File: src/rtl/gcd_pkg.sv
// rtl/gcd_pkg.sv - shared types for the GCD host sequencer
package gcd_pkg;

    localparam int GCD_NBITS = 8;

    typedef enum logic [2:0] {
        IDLE,
        LOAD,
        RUN,
        CAPTURE,
        OUT,
        ABORT
    } gcd_host_state_t;

    typedef struct packed {
        logic [GCD_NBITS-1:0] x;
        logic [GCD_NBITS-1:0] y;
    } gcd_req_t;

endpackage

File: src/rtl/gcd_host_sequencer_if.sv
// rtl/gcd_host_sequencer_if.sv - request, result and engine signals of the GCD host sequencer
interface gcd_host_sequencer_if #(
    parameter int NBITS = 8
);
    logic             req_valid;
    logic             req_ready;
    logic [NBITS-1:0] req_x;
    logic [NBITS-1:0] req_y;
    logic             res_valid;
    logic             res_ready;
    logic [NBITS-1:0] res_gcd;
    logic             res_err;
    logic [NBITS-1:0] eng_xi;
    logic [NBITS-1:0] eng_yi;
    logic             eng_start;
    logic             eng_rst;
    logic             eng_rdy;
    logic [NBITS-1:0] eng_xo;
    logic             busy;

    modport slave (
        input  req_valid, req_x, req_y, res_ready, eng_rdy, eng_xo,
        output req_ready, res_valid, res_gcd, res_err, eng_xi, eng_yi,
               eng_start, eng_rst, busy
    );

    modport master (
        output req_valid, req_x, req_y, res_ready, eng_rdy, eng_xo,
        input  req_ready, res_valid, res_gcd, res_err, eng_xi, eng_yi,
               eng_start, eng_rst, busy
    );
endinterface

File: src/rtl/gcd_req_fifo.sv
// rtl/gcd_req_fifo.sv - synchronous request FIFO with wrap-bit pointers
module gcd_req_fifo
    import gcd_pkg::*;
#(
    parameter int  DEPTH = 4,
    parameter type T     = gcd_req_t
) (
    input  logic clk,
    input  logic rst,
    input  logic push,
    input  T     wdata,
    input  logic pop,
    output T     rdata,
    output logic full,
    output logic empty
);
    localparam int AW = $clog2(DEPTH);

    T             mem [DEPTH];
    logic [AW:0]  wr_ptr;
    logic [AW:0]  rd_ptr;
    logic         do_push;
    logic         do_pop;

    assign empty   = (wr_ptr == rd_ptr);
    assign full    = (wr_ptr[AW] != rd_ptr[AW]) && (wr_ptr[AW-1:0] == rd_ptr[AW-1:0]);
    assign do_pop  = pop && !empty;
    // A pop in the same cycle frees the slot, so a full FIFO can still take a push
    assign do_push = push && (!full || do_pop);
    assign rdata   = mem[rd_ptr[AW-1:0]];

    always_ff @(posedge clk) begin
        if (do_push) begin
            mem[wr_ptr[AW-1:0]] <= wdata;
        end
    end

    always_ff @(posedge clk) begin
        if (rst) begin
            wr_ptr <= '0;
            rd_ptr <= '0;
        end else begin
            if (do_push) begin
                wr_ptr <= wr_ptr + 1'b1;
            end
            if (do_pop) begin
                rd_ptr <= rd_ptr + 1'b1;
            end
        end
    end
endmodule

File: src/rtl/gcd_host_sequencer.sv
// rtl/gcd_host_sequencer.sv - sequences buffered operand pairs into a GCD engine; optional watchdog via GCD_TIMEOUT_EN
module gcd_host_sequencer
    import gcd_pkg::*;
#(
    parameter int NBITS      = GCD_NBITS,
    parameter int FIFO_DEPTH = 4,
    parameter int LOAD_CYC   = 2,
    parameter int MAX_CYC    = 1024
) (
    input logic               clk,
    input logic               rst,
    gcd_host_sequencer_if.slave bus
);
    typedef struct packed {
        logic [NBITS-1:0] x;
        logic [NBITS-1:0] y;
    } req_t;

    localparam int           LW        = $clog2(LOAD_CYC + 1);
    localparam logic [LW-1:0] LOAD_LAST = LW'(LOAD_CYC - 1);

    gcd_host_state_t  state;
    logic [LW-1:0]    load_cnt;
    logic [NBITS-1:0] xi;
    logic [NBITS-1:0] yi;
    logic             start;
    logic             res_valid;
    logic [NBITS-1:0] res_gcd;
    logic             rst_pulse;
    logic             push;
    logic             pop;
    logic             full;
    logic             empty;
    req_t             push_data;
    req_t             head;

    assign push_data = '{x: bus.req_x, y: bus.req_y};
    assign bus.req_ready = !full && !rst;
    assign push          = bus.req_valid && bus.req_ready;

    // The FIFO head is consumed in the same cycle the FSM moves into LOAD
    always_comb begin
        pop = 1'b0;
        case (state)
            IDLE:    pop = !empty;
            OUT:     pop = bus.res_ready && !empty;
            default: pop = 1'b0;
        endcase
    end

    gcd_req_fifo #(
        .DEPTH (FIFO_DEPTH),
        .T     (req_t)
    ) u_fifo (
        .clk   (clk),
        .rst   (rst),
        .push  (push),
        .wdata (push_data),
        .pop   (pop),
        .rdata (head),
        .full  (full),
        .empty (empty)
    );

`ifdef GCD_TIMEOUT_EN
    localparam int           RW       = $clog2(MAX_CYC + 1);
    localparam logic [RW-1:0] RUN_LAST = RW'(MAX_CYC - 1);

    logic [RW-1:0] run_cnt;
    logic          res_err_q;
    logic          abort_rst;

    assign bus.res_err = res_err_q;
    assign bus.eng_rst = (rst_pulse && !rst) || abort_rst;
`else
    assign bus.res_err = 1'b0;
    assign bus.eng_rst = rst_pulse && !rst;
`endif

    assign bus.eng_xi    = xi;
    assign bus.eng_yi    = yi;
    assign bus.eng_start = start;
    assign bus.res_valid = res_valid;
    assign bus.res_gcd   = res_gcd;
    assign bus.busy      = (state != IDLE) || !empty;

    always_ff @(posedge clk) begin
        if (rst) begin
            state     <= IDLE;
            load_cnt  <= '0;
            xi        <= '0;
            yi        <= '0;
            start     <= 1'b0;
            res_valid <= 1'b0;
            res_gcd   <= '0;
            rst_pulse <= 1'b1;
`ifdef GCD_TIMEOUT_EN
            run_cnt   <= '0;
            res_err_q <= 1'b0;
            abort_rst <= 1'b0;
`endif
        end else begin
            rst_pulse <= 1'b0;
            case (state)
                IDLE: begin
                    if (!empty) begin
                        xi       <= head.x;
                        yi       <= head.y;
                        load_cnt <= '0;
                        state    <= LOAD;
                    end
                end
                LOAD: begin
                    if (load_cnt == LOAD_LAST) begin
                        start <= 1'b1;
                        state <= RUN;
`ifdef GCD_TIMEOUT_EN
                        run_cnt <= '0;
`endif
                    end else begin
                        load_cnt <= load_cnt + 1'b1;
                    end
                end
                RUN: begin
                    if (bus.eng_rdy) begin
                        state <= CAPTURE;
                    end
`ifdef GCD_TIMEOUT_EN
                    else if (run_cnt == RUN_LAST) begin
                        start     <= 1'b0;
                        abort_rst <= 1'b1;
                        state     <= ABORT;
                    end else begin
                        run_cnt <= run_cnt + 1'b1;
                    end
`endif
                end
                CAPTURE: begin
                    res_gcd   <= bus.eng_xo;
                    res_valid <= 1'b1;
                    start     <= 1'b0;
                    state     <= OUT;
`ifdef GCD_TIMEOUT_EN
                    res_err_q <= 1'b0;
`endif
                end
`ifdef GCD_TIMEOUT_EN
                ABORT: begin
                    abort_rst <= 1'b0;
                    res_gcd   <= '0;
                    res_err_q <= 1'b1;
                    res_valid <= 1'b1;
                    state     <= OUT;
                end
`endif
                OUT: begin
                    if (bus.res_ready) begin
                        res_valid <= 1'b0;
                        if (!empty) begin
                            xi       <= head.x;
                            yi       <= head.y;
                            load_cnt <= '0;
                            state    <= LOAD;
                        end else begin
                            state <= IDLE;
                        end
                    end
                end
                default: state <= IDLE;
            endcase
        end
    end
endmodule

File: src/flat_wrapper.sv
// flat-port wrapper written by rule: the top's interface ports become plain ports
module gcd_host_sequencer_flat import gcd_pkg::*;
#(
    parameter int NBITS      = GCD_NBITS,
    parameter int FIFO_DEPTH = 4,
    parameter int LOAD_CYC   = 2,
    parameter int MAX_CYC    = 1024
)
  (clk, rst, bus_req_valid, bus_req_x, bus_req_y, bus_res_ready, bus_eng_rdy, bus_eng_xo, bus_req_ready, bus_res_valid, bus_res_gcd, bus_res_err, bus_eng_xi, bus_eng_yi, bus_eng_start, bus_eng_rst, bus_busy);
  gcd_host_sequencer_if #(.NBITS(NBITS)) bus_i ();
  input logic clk;
  input logic rst;
  input wire logic [$bits(bus_i.req_valid)-1:0] bus_req_valid;
  input wire logic [$bits(bus_i.req_x)-1:0] bus_req_x;
  input wire logic [$bits(bus_i.req_y)-1:0] bus_req_y;
  input wire logic [$bits(bus_i.res_ready)-1:0] bus_res_ready;
  input wire logic [$bits(bus_i.eng_rdy)-1:0] bus_eng_rdy;
  input wire logic [$bits(bus_i.eng_xo)-1:0] bus_eng_xo;
  output wire logic [$bits(bus_i.req_ready)-1:0] bus_req_ready;
  output wire logic [$bits(bus_i.res_valid)-1:0] bus_res_valid;
  output wire logic [$bits(bus_i.res_gcd)-1:0] bus_res_gcd;
  output wire logic [$bits(bus_i.res_err)-1:0] bus_res_err;
  output wire logic [$bits(bus_i.eng_xi)-1:0] bus_eng_xi;
  output wire logic [$bits(bus_i.eng_yi)-1:0] bus_eng_yi;
  output wire logic [$bits(bus_i.eng_start)-1:0] bus_eng_start;
  output wire logic [$bits(bus_i.eng_rst)-1:0] bus_eng_rst;
  output wire logic [$bits(bus_i.busy)-1:0] bus_busy;
  assign bus_i.req_valid = bus_req_valid;
  assign bus_i.req_x = bus_req_x;
  assign bus_i.req_y = bus_req_y;
  assign bus_i.res_ready = bus_res_ready;
  assign bus_i.eng_rdy = bus_eng_rdy;
  assign bus_i.eng_xo = bus_eng_xo;
  assign bus_req_ready = bus_i.req_ready;
  assign bus_res_valid = bus_i.res_valid;
  assign bus_res_gcd = bus_i.res_gcd;
  assign bus_res_err = bus_i.res_err;
  assign bus_eng_xi = bus_i.eng_xi;
  assign bus_eng_yi = bus_i.eng_yi;
  assign bus_eng_start = bus_i.eng_start;
  assign bus_eng_rst = bus_i.eng_rst;
  assign bus_busy = bus_i.busy;
  gcd_host_sequencer #(.NBITS(NBITS), .FIFO_DEPTH(FIFO_DEPTH), .LOAD_CYC(LOAD_CYC), .MAX_CYC(MAX_CYC)) u_core (.clk(clk), .rst(rst), .bus(bus_i));
endmodule
File: config.mk
export PLATFORM = sky130hd
export DESIGN_NAME = gcd_host_sequencer_flat
export DESIGN_NICKNAME = d
export VERILOG_FILES = /design/src/rtl/gcd_pkg.sv /design/src/rtl/gcd_host_sequencer_if.sv /design/src/rtl/gcd_req_fifo.sv /design/src/rtl/gcd_host_sequencer.sv /design/src/flat_wrapper.sv
export SDC_FILE = /design/constraint.sdc
export NUM_CORES = 1
export LEC_CHECK = 0
export CORE_MARGIN = 1.5
export CORE_UTILIZATION = 30
export DETAILED_ROUTE_END_ITERATION = 10
export SLEW_MARGIN = 20
export SYNTH_ARGS = -nofsm -noshare
export SYNTH_HDL_FRONTEND = slang
export SYNTH_SLANG_ARGS = --single-unit
File: constraint.sdc
create_clock -name clk -period 2.6 [get_ports clk]
set_input_delay 0.26 -clock clk [delete_from_list [all_inputs] [get_ports clk]]
set_output_delay 0.26 -clock clk [all_outputs]
set_load 0.1 [all_outputs]
==> impl_metrics.env, run 1 <==
export IMPL_status="finished clean"
export IMPL_initial_core_util_pct=31.2
export IMPL_postCtsHoldBufs=0
export IMPL_synth_adder_area_share_pct=1.80
export IMPL_syn2layout_area_growth_pct=24.9
export IMPL_grt_overflow_total=0
export IMPL_critPathKind="reg -> out"
export IMPL_firstDrtPassIters=4
export IMPL_power_density_mw_per_mm2=1120
export IMPL_synthesis_nets=316
export IMPL_yosys_warnings=0
export IMPL_yosys_area_top_type="edfxtp_1"
export IMPL_root_buffer="clkbuf_16"
export IMPL_r2r_start="u_core.u_fifo.wr_ptr[1]"
export IMPL_synth_xor_area_share_pct=1.80
export IMPL_cts_sinks=104
export IMPL_ios=59
export IMPL_yosysMostFrequentCell="edfxtp_1"
export IMPL_clockBufferDepth=2
export IMPL_worstHoldStart="u_core.bus.eng_yi[3]"
export IMPL_netlist_area_mm2=0.00418
export IMPL_ys_seq_area_share_pct=65.2
export IMPL_critical_path_required_ns=2.34
export IMPL_fillCellCount=1275
export IMPL_rsz0062_at_grt="no"
export IMPL_synth_top_family_by_area="multiplexers"
export IMPL_place_area_mm2=0.00491
export IMPL_slew_viol_final=0
export IMPL_end_kind="primary output"
export IMPL_min_period_ns=1.99
export IMPL_postRouteAntennaNets=0
export IMPL_placementRows=42
export IMPL_syn_inst=281
export IMPL_clkLatencyLatePin_ns=0.34
export IMPL_relSlewSlack_pct=54.2
export IMPL_synth_seq_cells=104
export IMPL_cts_htree_levels=3
export IMPL_synth_cell_type_count=43
export IMPL_r2r_end="u_core.u_fifo.mem[3][1]"
export IMPL_fin_worst_skew_ns=0.00451
export IMPL_viasPerCell=4.57
export IMPL_setup_viol=0
export IMPL_drv_cap=0
export IMPL_die_h_um=121
export IMPL_wl_um=7830
export IMPL_drive_above_1_share_pct=23.6
export IMPL_cts_clk_slew_worst_paths_ns=0.07
export IMPL_max_vdd_ir_drop_v=0.000477
export IMPL_synth_mux_area_share_pct=15.9
export IMPL_antenna_cells=0
export IMPL_ys_top_cells_by_count="edfxtp_1, dfxtp_1, nand2_1, mux2i_1"
export IMPL_gp_congestion=0.734
export IMPL_nets=378
export IMPL_worstMarginPinSlew_ns=0.686
export IMPL_post_cts_setup_buffers=0
export IMPL_synth_simple_area_share_pct=8.75
export IMPL_wl_per_cell_um=14.9
export IMPL_drc_errors=0
export IMPL_design_core_area_mm2=0.0134
export IMPL_fmax_ghz=0.503
export IMPL_tritoncts="built"
export IMPL_stdcell_area_mm2=0.00522
export IMPL_grt_usage_pct=11.7
export IMPL_hold_viol_final=0
export IMPL_die_x_um=121
export IMPL_worstSetupStartpoint="u_core.u_fifo.wr_ptr[1]"
export IMPL_arrival_ns=1.73
export IMPL_cts_resized=0
export IMPL_finalCritPeriodShare_pct=76.4
export IMPL_synth_edff_count=64
export IMPL_port_buffers=57
export IMPL_die_area_mm2=0.0146
export IMPL_syn_area_per_cell_um2=14.9
export IMPL_post_layout_total_power_mw=5.83
export IMPL_async_flop_share_pct=0
export IMPL_cp_max_fo=6
export IMPL_grt_antenna_before_repair=0
export IMPL_synthTopCellsByArea="edfxtp_1, dfxtp_1, mux4_2"
export IMPL_cts_buffers=9
export IMPL_vias=2396
export IMPL_r2r_cells=4
export IMPL_finalSetupTns_ns=0
export IMPL_synth_top_area_share_pct=46.0
export IMPL_grt_pass1_wl_um=12900
export IMPL_critPathLaunchType="register"
export IMPL_grt_start_max_net_pins=27
export IMPL_holdPathEnd="u_core.bus.eng_yi[3]"
export IMPL_ys_flop_type="edfxtp_1"
export IMPL_grt_pass1_vias=2451
export IMPL_p_leak_nw=1.96
export IMPL_synth_compound_area_share_pct=3.80
export IMPL_r2r_setup_slack_ns=0.69
export IMPL_min_path_cells=2
export IMPL_drt_iter0_markers=148
export IMPL_dp_hpwl_um=5350
export IMPL_hold_path_class="reg -> reg"
[where the power goes]
part	leakage [nW]	internal, mW	switching, mW
clock network	0.148	0.782	0.582
logic	0.902	0.714	1.63
registers	0.908	1.97	0.145
[worst max-delay path, cell delays in order (launching register included)]
cell	delay (ns)
dfxtp_1	0.47
xor2_2	0.18
nor3_1	0.37
nand3_1	0.12
buf_4	0.26
[sequential cells by signal (all words and copies together) (netlist names), named ones only]
name	cells
u_core.state	3
u_core.bus.eng_yi	8
u_core.u_fifo.mem	64
u_core.load_cnt	2
u_core.rst_pulse	1
u_core.u_fifo.wr_ptr	3
u_core.bus.eng_start	1
u_core.bus.res_gcd	8
u_core.bus.eng_xi	8
u_core.u_fifo.rd_ptr	3
u_core.bus.res_valid	1
[how the worst max path moves through the flow]
stage / end / cells past startpoint
6_report: bus_busy / 4
5_1_grt: bus_busy / 4
2_1_floorplan: bus_req_ready / 4
3_3_place_gp: u_core.bus.eng_yi[7] / 4
3_5_place_dp: u_core.bus.eng_yi[0] / 4
4_1_cts: bus_busy / 4
[layer usage]
metal | vias to the layer above | track usage (%) | routed length (um)
met2 | 54 | 19.9 | 4090
li1 | 1150 | - | -
met1 | 1190 | 14.2 | 3330
met3 | 2 | 3.90 | 375
met4 | 0 | 3.09 | 30
met5 | - | 0 | 0
[cells by family (layout without fill, tap and decap cells)]
logic type      Yosys count  after routing
xor+xnor                  6              6
compound gates           17             17
fa+ha+maj                 6              6
flops                   104            104
mux                      46             46
buf+inv                  23             90
simple gates             78             78
other cells               1              1
[per-stage QoR]
step / setup slack [ns] / cells / hold WS [ns] / util [%]
global route: 0.478 / 524 / 0.496 / 38.9
floorplan: 0.200 / 281 / 0.288 / -
detailed placement: 0.685 / 508 / 0.461 / 36.6
CTS: 0.613 / 524 / 0.470 / 38.9
finish: 0.613 / 524 / 0.465 / 38.9
global placement: 0.743 / 508 / 0.452 / 36.6
[cell type report]
cell class	count	area [um2]	share of cell area [%]
repair buffers	67	598	11.5
clock buffers	11	243	4.65
clock inverters	5	63.8	1.22
multi-input cells	154	1340	25.7
flip-flops and latches	104	2720	52.2
inverters	7	26.3	0.504
well taps	176	220	4.22
[layout by cell type (no fill, tap or decap), drive strengths merged, types with 2 or more instances in the layout]
cell type / synthesis / final
a211oi: 2 / 2
a21oi: 3 / 3
a311o: 2 / 2
a31oi: 2 / 2
and3: 4 / 4
buf: 10 / 39
clkbuf: 6 / 11
clkdlybuf4s50: 0 / 28
clkinv: 1 / 2
dfxtp: 40 / 40
edfxtp: 64 / 64
ha: 6 / 6
inv: 6 / 8
mux2: 3 / 3
mux2i: 27 / 27
mux4: 16 / 16
nand2: 38 / 38
nand2b: 2 / 2
nand3: 2 / 2
nor2: 16 / 16
nor2b: 5 / 5
nor3: 3 / 3
nor3b: 2 / 2
xnor2: 3 / 3
xor2: 3 / 3
Note: power is estimated with default switching activity, not from simulation.
==> run 2, diff against run 1 <==
- clock period: 2.6 -> 1.99 ns (I/O delays scaled with it)
==> run 2 against run 1 <==
  * Clock skew grew 0.0016 ns
  * Count of clock-buffer cells in the layout is 2 lower
  * Sequential share of layout area fell by 1.5 points
  * Critical path type unchanged
  * Sequential cell count stayed put
  * Clock power grew 38%
==> impl_metrics.env, run 2 (synthesized netlist as in run 1, its figures left out) <==
export IMPL_status="finished clean"
export IMPL_critPathKind="reg -> out"
export IMPL_grt_pass1_wl_um=12700
export IMPL_drc_errors=0
export IMPL_cp_max_fo=5
export IMPL_wl_per_cell_um=14.9
export IMPL_fillCellCount=1249
export IMPL_die_h_um=121
export IMPL_root_buffer="clkbuf_16"
export IMPL_tritoncts="built"
export IMPL_min_period_ns=1.88
export IMPL_end_kind="primary output"
export IMPL_drive_above_1_share_pct=26.7
export IMPL_die_x_um=121
export IMPL_hold_path_class="reg -> reg"
export IMPL_power_density_mw_per_mm2=1470
export IMPL_drt_iter0_markers=158
export IMPL_antenna_cells=0
export IMPL_stdcell_count=532
export IMPL_top_layer="met4"
export IMPL_hold_viol_final=0
export IMPL_rsz0062_at_grt="no"
export IMPL_route_met3_wl_um=348
export IMPL_place_area_mm2=0.00504
export IMPL_grt_antenna_before_repair=0
export IMPL_arrival_ns=1.68
export IMPL_finalCritPeriodShare_pct=94.5
export IMPL_wl_met2_um=3940
export IMPL_hold_ws_ns=0.465
export IMPL_grt_usage_pct=11.4
export IMPL_critPathLaunchType="register"
export IMPL_clkLatencyLatePin_ns=0.34
export IMPL_critical_path_required_ns=1.79
export IMPL_placementRows=42
export IMPL_final_common_cell="edfxtp_1"
export IMPL_dp_hpwl_um=5460
export IMPL_setup_viol=0
export IMPL_m1WireLength_um=3530
export IMPL_ios=59
export IMPL_p_leak_nw=2.02
export IMPL_cts_buffers=9
export IMPL_nets=386
export IMPL_final_cell_mix="edfxtp_1, buf_4, dfxtp_1"
export IMPL_dpl_worst_slack_ns=0.199
export IMPL_fmax_ghz=0.532
export IMPL_firstDrtPassIters=4
export IMPL_stdcell_area_mm2=0.00537
export IMPL_vias=2410
export IMPL_grt_overflow_total=0
export IMPL_die_area_mm2=0.0146
export IMPL_syn2layout_area_growth_pct=28.6
export IMPL_cts_clk_slew_worst_paths_ns=0.07
export IMPL_grt_pass1_vias=2479
export IMPL_dp_cells=516
export IMPL_relSlewSlack_pct=55.2
export IMPL_port_buffers=57
export IMPL_slew_viol_final=0
export IMPL_slowest_delay_ns=0.46
export IMPL_final_util_pct=40.1
export IMPL_initial_core_util_pct=31.2
export IMPL_finalSetupTns_ns=0
export IMPL_postRouteAntennaNets=0
export IMPL_cts_htree_levels=3
export IMPL_drv_cap=0
export IMPL_cts_sinks=104
export IMPL_fin_ws_ns=0.109
export IMPL_crit_slowest_cell="dfxtp_1"
export IMPL_largest_register_ffs=64
export IMPL_path_buf_inv=2
export IMPL_gp_congestion=0.715
export IMPL_fin_worst_skew_ns=0.00608
export IMPL_crit_family="flip-flops"
export IMPL_postCtsHoldBufs=0
export IMPL_grt_start_max_net_pins=27
export IMPL_path_cells="xor2_2 -> buf_4 -> nor3_1 -> nand3_1 -> buf_12"
export IMPL_max_vdd_ir_drop_v=0.000547
export IMPL_clockBufferDepth=2
export IMPL_worstMarginPinSlew_ns=0.670
export IMPL_wl_um=7910
export IMPL_viasPerCell=4.53
export IMPL_design_core_area_mm2=0.0134
export IMPL_post_layout_total_power_mw=7.88
run 2: cell count changes in the layout (fill, tap and decap cells not counted), sizes merged:
| cell | before | now |
|---|---|---|
| clkbuf | 11 | 9 |
| buf | 39 | 47 |
| clkinvlp | 1 | 2 |
| bufinv | 1 | 2 |
run 2: final timing paths:
path,startpoint,to,slack (ns),cells past startpoint
worst min-delay path,u_core.bus.eng_xi[5],u_core.bus.eng_xi[5],0.46,2
worst max register to register,u_core.u_fifo.rd_ptr[1],u_core.u_fifo.mem[0][3],0.19,4
worst max-delay path,u_core.u_fifo.rd_ptr[0],bus_busy,0.11,5
worst min register to register,u_core.bus.eng_xi[5],u_core.bus.eng_xi[5],0.46,2
run 2: layer usage:
metal / GRT usage (%) / vias to the layer above
met2: 18.9 / 44
met4: 4.19 / 0
met3: 2.96 / 8
li1: - / 1178
met5: 0 / -
met1: 14.4 / 1180
run 2: tightest hold or removal path, stage by stage, from the launching register on:
cell	delay, ns
dfxtp_1	0.31
nand2_1	0.05
mux2i_1	0.05
run 2: final cells by class:
cell class              instances  area [um2]  share of cell area [%]
well taps                     176         220                    4.10
clock buffers                   9         225                    4.19
multi-input cells             154        1350                    25.2
inverters                       7        26.3                   0.489
repair buffers                 75         721                    13.4
clock inverters                 7         101                    1.89
flip-flops and latches        104        2720                    50.7
run 2: what timing repair did:
item / CTS / global route
setup buffers: 0 / 0
setup endpoints to repair: 0 / 2
gates resized for setup: 0 / 2
run 2: where the power goes:
group / switching (mW) / total, mW / internal, mW
sequential: 0.193 / 2.77 / 2.58
clock: 0.764 / 1.88 / 1.11
combinational: 2.16 / 3.23 / 1.07
total: 3.11 / 7.88 / 4.76
